## src/rtl/write_back_arbiter.sv

```systemverilog
// ---------------------------------------------------------------------------
// write_back_arbiter
//
// Merges two register-file write sources onto one write port:
//   * the pipeline write-back stage (single-cycle results), and
//   * long-latency units (mul/div, miss refill), which are buffered in a
//     small FIFO.
// The pipe normally has priority and aux entries drain on idle cycles.
//
// Optional feature (macro WRITE_BACK_ARBITER_STARVE_GUARD_EN):
//   defined   -> a starvation counter tracks cycles in which the FIFO head
//                is blocked. When it reaches STARVE_LIMIT the block enters
//                GUARD. GUARD stalls the pipe for one cycle and drains one
//                aux entry.
//   undefined -> no counter and no GUARD state. PIPE_STALL is tied low and
//                aux entries drain only on pipe-idle cycles.
//
// Parameters
//   FIFO_DEPTH   aux buffer entries (power of two, 2..16)
//   STARVE_LIMIT blocked cycles before a forced aux drain (1..255)
//
// Ports
//   CLK, RESETN                 clock, asynchronous active-low reset
//   PIPE_RD_ADDRESS_IN/DATA_IN  write-back destination register and result
//   PIPE_RD_WRITE_ENABLE_IN     write-back write request
//   AUX_VALID/RD_ADDRESS/DATA   aux write request (valid/ready handshake)
//   AUX_READY                   buffer not full
//   RD_ADDRESS_OUT/DATA_OUT     registered register-file write port
//   RD_WRITE_ENABLE_OUT         registered register-file write strobe
//   PIPE_STALL                  pipe must hold its write-back inputs
//   AUX_PENDING                 buffer non-empty (consumed by hazard unit)
// ---------------------------------------------------------------------------
module write_back_arbiter #(
  parameter int FIFO_DEPTH   = 4,
  parameter int STARVE_LIMIT = 8
) (
  input  logic        CLK,
  input  logic        RESETN,
  input  logic [4:0]  PIPE_RD_ADDRESS_IN,
  input  logic [31:0] PIPE_RD_DATA_IN,
  input  logic        PIPE_RD_WRITE_ENABLE_IN,
  input  logic        AUX_VALID,
  input  logic [4:0]  AUX_RD_ADDRESS,
  input  logic [31:0] AUX_RD_DATA,
  output logic        AUX_READY,
  output logic [4:0]  RD_ADDRESS_OUT,
  output logic [31:0] RD_DATA_OUT,
  output logic        RD_WRITE_ENABLE_OUT,
  output logic        PIPE_STALL,
  output logic        AUX_PENDING
);

  localparam int AW = $clog2(FIFO_DEPTH);
  localparam logic [AW:0] FULL_COUNT = (AW+1)'(FIFO_DEPTH);

  // Elaboration-time range checks on the parameters.
  if ((FIFO_DEPTH < 2) || (FIFO_DEPTH > 16) || ((1 << AW) != FIFO_DEPTH)) begin : g_bad_depth
    $error("FIFO_DEPTH must be a power of two in 2..16");
  end
  if ((STARVE_LIMIT < 1) || (STARVE_LIMIT > 255)) begin : g_bad_limit
    $error("STARVE_LIMIT must be in 1..255");
  end

  // Aux FIFO storage. It is not reset: the pointers and count define validity.
  logic [4:0]    addr_mem [FIFO_DEPTH];
  logic [31:0]   data_mem [FIFO_DEPTH];
  logic [AW-1:0] wr_ptr_reg, rd_ptr_reg;
  logic [AW:0]   count_reg;

  logic        fifo_nonempty;
  logic        push, pop;
  logic        pipe_req, pipe_grant;
  logic        guard_active;
  logic [4:0]  head_addr;
  logic [31:0] head_data;

  logic        rd_we_reg;
  logic [4:0]  rd_addr_reg;
  logic [31:0] rd_data_reg;

  assign fifo_nonempty = (count_reg != '0);
  assign AUX_READY     = (count_reg != FULL_COUNT);
  assign AUX_PENDING   = fifo_nonempty;
  assign push          = AUX_VALID && AUX_READY;
  assign head_addr     = addr_mem[rd_ptr_reg];
  assign head_data     = data_mem[rd_ptr_reg];

  // A pipe request to x0 is not a real request, so the aux head may use the slot.
  assign pipe_req   = PIPE_RD_WRITE_ENABLE_IN && (PIPE_RD_ADDRESS_IN != 5'd0);
  assign pipe_grant = pipe_req && !guard_active;
  // fifo_nonempty comes from registered state, so an entry pushed into an
  // empty FIFO is not eligible to pop until the next cycle.
  assign pop        = fifo_nonempty && (guard_active || !pipe_req);

`ifdef WRITE_BACK_ARBITER_STARVE_GUARD_EN
  typedef enum logic {ST_NORMAL, ST_GUARD} state_t;
  localparam logic [7:0] LIMIT = 8'(STARVE_LIMIT);

  state_t     state_reg, state_next;
  logic [7:0] starve_reg, starve_next;

  always_comb begin
    state_next  = state_reg;
    starve_next = starve_reg;
    if (!fifo_nonempty || pop) begin
      starve_next = 8'd0;
    end else if (starve_reg < LIMIT) begin
      starve_next = starve_reg + 8'd1;
    end
    case (state_reg)
      ST_NORMAL: if (starve_next == LIMIT) state_next = ST_GUARD;
      // GUARD always pops when the FIFO holds data. The empty check only
      // keeps the FSM from sticking in GUARD.
      ST_GUARD:  if (pop || !fifo_nonempty) state_next = ST_NORMAL;
      default:   state_next = ST_NORMAL;
    endcase
  end

  always_ff @(posedge CLK or negedge RESETN) begin
    if (!RESETN) begin
      state_reg  <= ST_NORMAL;
      starve_reg <= 8'd0;
    end else begin
      state_reg  <= state_next;
      starve_reg <= starve_next;
    end
  end

  assign guard_active = (state_reg == ST_GUARD);
`else
  assign guard_active = 1'b0;
`endif

  assign PIPE_STALL = guard_active;

  always_ff @(posedge CLK) begin
    if (push) begin
      addr_mem[wr_ptr_reg] <= AUX_RD_ADDRESS;
      data_mem[wr_ptr_reg] <= AUX_RD_DATA;
    end
  end

  // Pointers wrap naturally because the depth is a power of two.
  always_ff @(posedge CLK or negedge RESETN) begin
    if (!RESETN) begin
      wr_ptr_reg <= '0;
      rd_ptr_reg <= '0;
      count_reg  <= '0;
    end else begin
      if (push) wr_ptr_reg <= wr_ptr_reg + AW'(1);
      if (pop)  rd_ptr_reg <= rd_ptr_reg + AW'(1);
      case ({push, pop})
        2'b10:   count_reg <= count_reg + (AW+1)'(1);
        2'b01:   count_reg <= count_reg - (AW+1)'(1);
        default: count_reg <= count_reg;
      endcase
    end
  end

  // Registered write port. An x0 aux entry is popped but never strobed.
  always_ff @(posedge CLK or negedge RESETN) begin
    if (!RESETN) begin
      rd_we_reg   <= 1'b0;
      rd_addr_reg <= 5'd0;
      rd_data_reg <= 32'd0;
    end else if (pipe_grant) begin
      rd_we_reg   <= 1'b1;
      rd_addr_reg <= PIPE_RD_ADDRESS_IN;
      rd_data_reg <= PIPE_RD_DATA_IN;
    end else if (pop) begin
      rd_we_reg   <= (head_addr != 5'd0);
      rd_addr_reg <= head_addr;
      rd_data_reg <= head_data;
    end else begin
      rd_we_reg   <= 1'b0;
    end
  end

  assign RD_WRITE_ENABLE_OUT = rd_we_reg;
  assign RD_ADDRESS_OUT      = rd_addr_reg;
  assign RD_DATA_OUT         = rd_data_reg;

endmodule

```

## config.mk

```make
export PLATFORM = sky130hd
export DESIGN_NAME = write_back_arbiter
export DESIGN_NICKNAME = d
export VERILOG_FILES = /design/src/rtl/write_back_arbiter.sv
export SDC_FILE = /design/constraint.sdc
export NUM_CORES = 1
export LEC_CHECK = 0
export ABC_AREA = 1
export CAP_MARGIN = 5
export CORE_MARGIN = 4
export CORE_UTILIZATION = 48
export DETAILED_ROUTE_END_ITERATION = 12
export GPL_TIMING_DRIVEN = 0
export HOLD_SLACK_MARGIN = 0.06
export PLACE_DENSITY = 0.74
export SYNTH_ARGS = -nofsm -noshare
export SYNTH_HDL_FRONTEND = slang
export SYNTH_SLANG_ARGS = --single-unit
```

## constraint.sdc

```tcl
create_clock -name CLK -period 2.7 [get_ports CLK]
set_input_delay 0.54 -clock CLK [delete_from_list [all_inputs] [get_ports CLK]]
set_output_delay 0.54 -clock CLK [all_outputs]
set_load 0.02 [all_outputs]
```

==> out/results.env <==
CP-START-KIND='input port'
SYNTH.DISTINCT_CELLS=28
ASYNC_RESET_FF_SHARE_PCT=23.3
TIMING.HOLD.WORST.START='RD_ADDRESS_OUT[4]$_DFFE_PN0P_'
TIMING.CRITICAL_PATH.BUF_INV=4
ANTENNA_FOUND_INITIAL=0
YS_SEQ_AREA_SHARE_PCT=72.5
CRIT_TYPE='in -> reg'
CLOCK_SINKS=193
MAX_FANOUT_ON_CRITICAL_PATH=10
MAX_STAGE_DELAY_NS=0.43
YS_FF_LATCH=193
LARGEST-REGISTER='data_mem'
FINAL.SETUP.WORST_SLACK_NS=0.255
NUMPLACEDINSTANCES=972
ANT_NETS=0
SYNTH_MOST_COMMON_CELL='sky130_fd_sc_hd__nand2_1'
CRIT_PATH_END_KIND='flop'
SYNTH_CELLS=639
GRT.TOTAL_USAGE_PCT=20.6
FINAL_CELLS=1005
WORST_R2R_ENDPOINT='count_reg[2]$_DFFE_PN0P_'
MAXIMUM_CLOCK_FREQUENCY_MHz=409
CTS.PATH.MAX_BUFFERS=2
LOGIC_DEPTH_OF_THE_WORST_PATH_BUFFERS_INCLUDED=11
STATUS='finished, final reports clean'
SKEW_NS=0.00787
REQUIRED_ARRIVAL_TIME_AT_THE_WORST_ENDPOINT_NS=3.02
FINAL_NET_COUNT=865
FINAL_HOLD_FAILS=0
DETAILEDROUTE.FIRSTPASSITERATIONCOUNT=5
TIMING.SETUP.TNS_NS=0
MAX_CAP_VIOLATIONS=0
FINAL_PERIOD_MINUS_WORST_SETUP_SLACK_NS=2.45
MIN_PATH_TYPE='reg -> reg'
STD_CELL_ROWS=45
POST-ROUTE-UTIL_PCT=63.7
FINALMAXSLEWVIOLATIONS=0
ROUTE.VIAS.TOTAL=5323
CLKLATENCYLATEPIN_NS=0.43
GRT_FIRST_PASS_WIRELENGTH_UM=28500
DETAIL_ROUTE.DRC_VIOLATIONS=0
CTS_INSERTED_BUFFERS=17
REG2REG_FROM='count_reg[1]$_DFFE_PN0P_'
TOP_FAMILY_BY_DELAY_ON_CRITICAL_PATH='buffers and inverters'
LEAKAGEPOWER_nW=3.68
SETUP_SLACK_ON_THE_WORST_FLOP_TO_FLOP_PATH_NS=0.41
ROUTED_VIA_DENSITY=5.30
GRT_START_MAX_NET_PINS=37
CELL_AREA_AFTER_SYNTHESIS_UM2=7680
LAYOUT-DRIVE-GT1-SHARE_PCT=9.70
DRT_WL_TOTAL_UM=18100
CTS_TREE='built'
GLOBALPLACE.CONGESTION=0.745
NETLIST_TOP_CELLS_AREA='sky130_fd_sc_hd__edfxtp_1, sky130_fd_sc_hd__dfrtp_1, sky130_fd_sc_hd__nand2_1'
CLOCK_TREE.ROOT_CELL='sky130_fd_sc_hd__clkbuf_16'
REGISTER_AREA_UM2=5570
SLEW_HEADROOM_PCT=56.5
DPL.HPWL_UM=11900
HTREE_LEVELS=4
WORST_HOLD_SLACK_NS=0.480
DETAIL_ROUTE.WL_PER_CELL_UM=18.0
DRT-INITIAL-DRC-COUNT=460
GRT.OVERFLOW.TOTAL=0
DIE-HEIGHT_UM=135
TOTAL_AREA_OF_MULTI_INPUT_COMBINATIONAL_CELLS_UM2=1870
POST_SYNTH_EDFFS=148
AREA_GROWTH_SYN_TO_LAYOUT_PCT=28.0
WORSTSETUPENDPOINT='count_reg[1]$_DFFE_PN0P_'
CRIT_PATH_CELL_TRACE='clkdlybuf4s50_1, nor2_1, nand3b_1, nand2_2, buf_6, nand2_4, inv_6, buf_6, ha_1, fa_1, mux2_2'
CRITPATHMOSTFREQUENTCELL='sky130_fd_sc_hd__buf_6'
POST_SYNTHESIS_MEAN_INSTANCE_AREA_UM2=12.0
COREAREA_UM2=15400
WORST-ENDPOINT-ARRIVAL_NS=2.76
POSTSYNTHNETCOUNT=723
RSZ0062_AT_GRT='no'
DIODES=0
WORST-R2R-CELL-COUNT=10
DIE-AREA_UM2=18100
NUMBER_OF_GLOBAL_ROUTE_VIAS_BEFORE_REPAIR=5531
DESIGN.PORTCOUNT=119
STARTING_UTILIZATION_OF_THE_CORE_AREA_PCT=49.8
WORST_IR_DROP_ON_VDD_mV=0.791
CRITICAL-PATH-SLOWEST-CELL='sky130_fd_sc_hd__clkdlybuf4s50_1'
CTS_SETUP_BUFFERS=0
PATH_CLK_SLEW_NS=0.07
IO_BUFFERS=117
SETUP_VIOL=0
DETAILEDPLACE.WORSTSLACK_NS=-0.191
SYNTHFLOPTYPE='sky130_fd_sc_hd__edfxtp_1'
HORIZONTAL_EXTENT_OF_THE_DIE_UM=135
YOSYSTOPAREACELL='sky130_fd_sc_hd__edfxtp_1'
TIGHTESTPINTRANSITION_NS=0.651
YOSYS.AREA.TOP_TYPE_SHARE_PCT=57.9
NUM-FILL-CELLS=1160
SYNTHESIS.YOSYS.WARNINGS=0
WORSTSETUPSTARTPOINT='PIPE_RD_ADDRESS_IN[2]'
SYNTH.TOP_CELLS.BY_COUNT='sky130_fd_sc_hd__nand2_1, sky130_fd_sc_hd__edfxtp_1, sky130_fd_sc_hd__nor2_1'
NUMBER_OF_FLIP_FLOPS_UNDER_THE_LARGEST_REGISTER_NAME=128
PD_CELLS_nW_PER_UM2=1070
SHARE_OF_THE_CYCLE_NEEDED_BY_THE_CRITICAL_PATH_AFTER_ROUTING_PCT=90.6
-- placed cells by master (no fill, tap or decap), types with 5 or more instances in the layout --
cell,Yosys,routed
sky130_fd_sc_hd__buf_2,11,12
sky130_fd_sc_hd__o21ai_0,54,54
sky130_fd_sc_hd__o21ai_1,6,6
sky130_fd_sc_hd__buf_4,8,8
sky130_fd_sc_hd__buf_6,6,6
sky130_fd_sc_hd__dfrtp_1,45,45
sky130_fd_sc_hd__clkdlybuf4s50_1,0,116
sky130_fd_sc_hd__nand3_1,56,56
sky130_fd_sc_hd__nor2_1,68,64
sky130_fd_sc_hd__nand2_1,164,164
sky130_fd_sc_hd__ha_1,5,5
sky130_fd_sc_hd__buf_12,0,5
sky130_fd_sc_hd__clkbuf_1,10,10
sky130_fd_sc_hd__o22ai_1,26,26
sky130_fd_sc_hd__inv_1,8,8
sky130_fd_sc_hd__nand4_1,5,5
sky130_fd_sc_hd__edfxtp_1,148,148
sky130_fd_sc_hd__clkbuf_16,0,17
-- worst min-delay path, cell delays in order, from the launching register on --
cell,delay [ns]
sky130_fd_sc_hd__dfrtp_1,0.34
sky130_fd_sc_hd__nand2_1,0.05
sky130_fd_sc_hd__nand3_1,0.05
-- final cells by class --
class | count | share of cell area, %
clock inverter | 13 | 1.31
buffer | 36 | 2.29
sequential | 193 | 56.6
multi-input combinational | 398 | 19.0
clock buffer | 19 | 4.61
inverter | 12 | 0.509
timing repair buffer | 123 | 13.0
tap | 211 | 2.68
-- metal layers --
metal	GRT usage, %	share of wire (%)	vias up
met5	0	0	-
met4	8.60	1.9	0
met3	4.69	6.1	31
met2	35.1	50	197
met1	25.5	42	2573
li1	-	-	2522
-- logic make-up (layout without fill, tap and decap cells) --
group / count (synthesis) / in the layout / share of synthesized area (%)
flops: 193 / 193 / 72.5
buf+inv: 48 / 203 / 3.58
compound gates: 88 / 88 / 6.16
xor+xnor: 4 / 4 / 0.456
mux: 1 / 1 / 0.147
simple gates: 298 / 298 / 16.0
fa+ha+maj: 6 / 6 / 1.08
other cells: 1 / 1 / 0.0488
-- through the flow --
step	area (µm²)	total power [mW]
final	9830	10.5
after CTS	9830	10.6
after global routing	9830	11.1
after floorplan	7680	6.53
after global placement	9120	7.94
after detailed placement	9240	8.14
-- worst min-delay path by stage --
| stage | slack (ns) | depth (start not counted) | endpoint |
|---|---|---|---|
| after floorplan | 0.24 | 0 | RD_ADDRESS_OUT[0]$_DFFE_PN0P_ |
| after global placement | 0.47 | 2 | RD_ADDRESS_OUT[1]$_DFFE_PN0P_ |
| after detailed placement | 0.44 | 1 | RD_DATA_OUT[17]$_DFFE_PN0P_ |
| after CTS | 0.49 | 2 | RD_ADDRESS_OUT[4]$_DFFE_PN0P_ |
| after global routing | 0.51 | 2 | RD_DATA_OUT[30]$_DFFE_PN0P_ |
| final | 0.48 | 2 | RD_ADDRESS_OUT[4]$_DFFE_PN0P_ |
-- power by group --
group / switching, mW / internal [mW]
Clock: 1.10 / 1.34
Sequential: 0.303 / 4.01
Combinational: 2.35 / 1.44
Total: 3.75 / 6.78
-- what timing repair did --
action,4_1_cts,5_1_grt
gates resized for setup,0,0
hold buffers,1,0
hold endpoints to repair,9,0
Power figures use the tool's default switching activity.
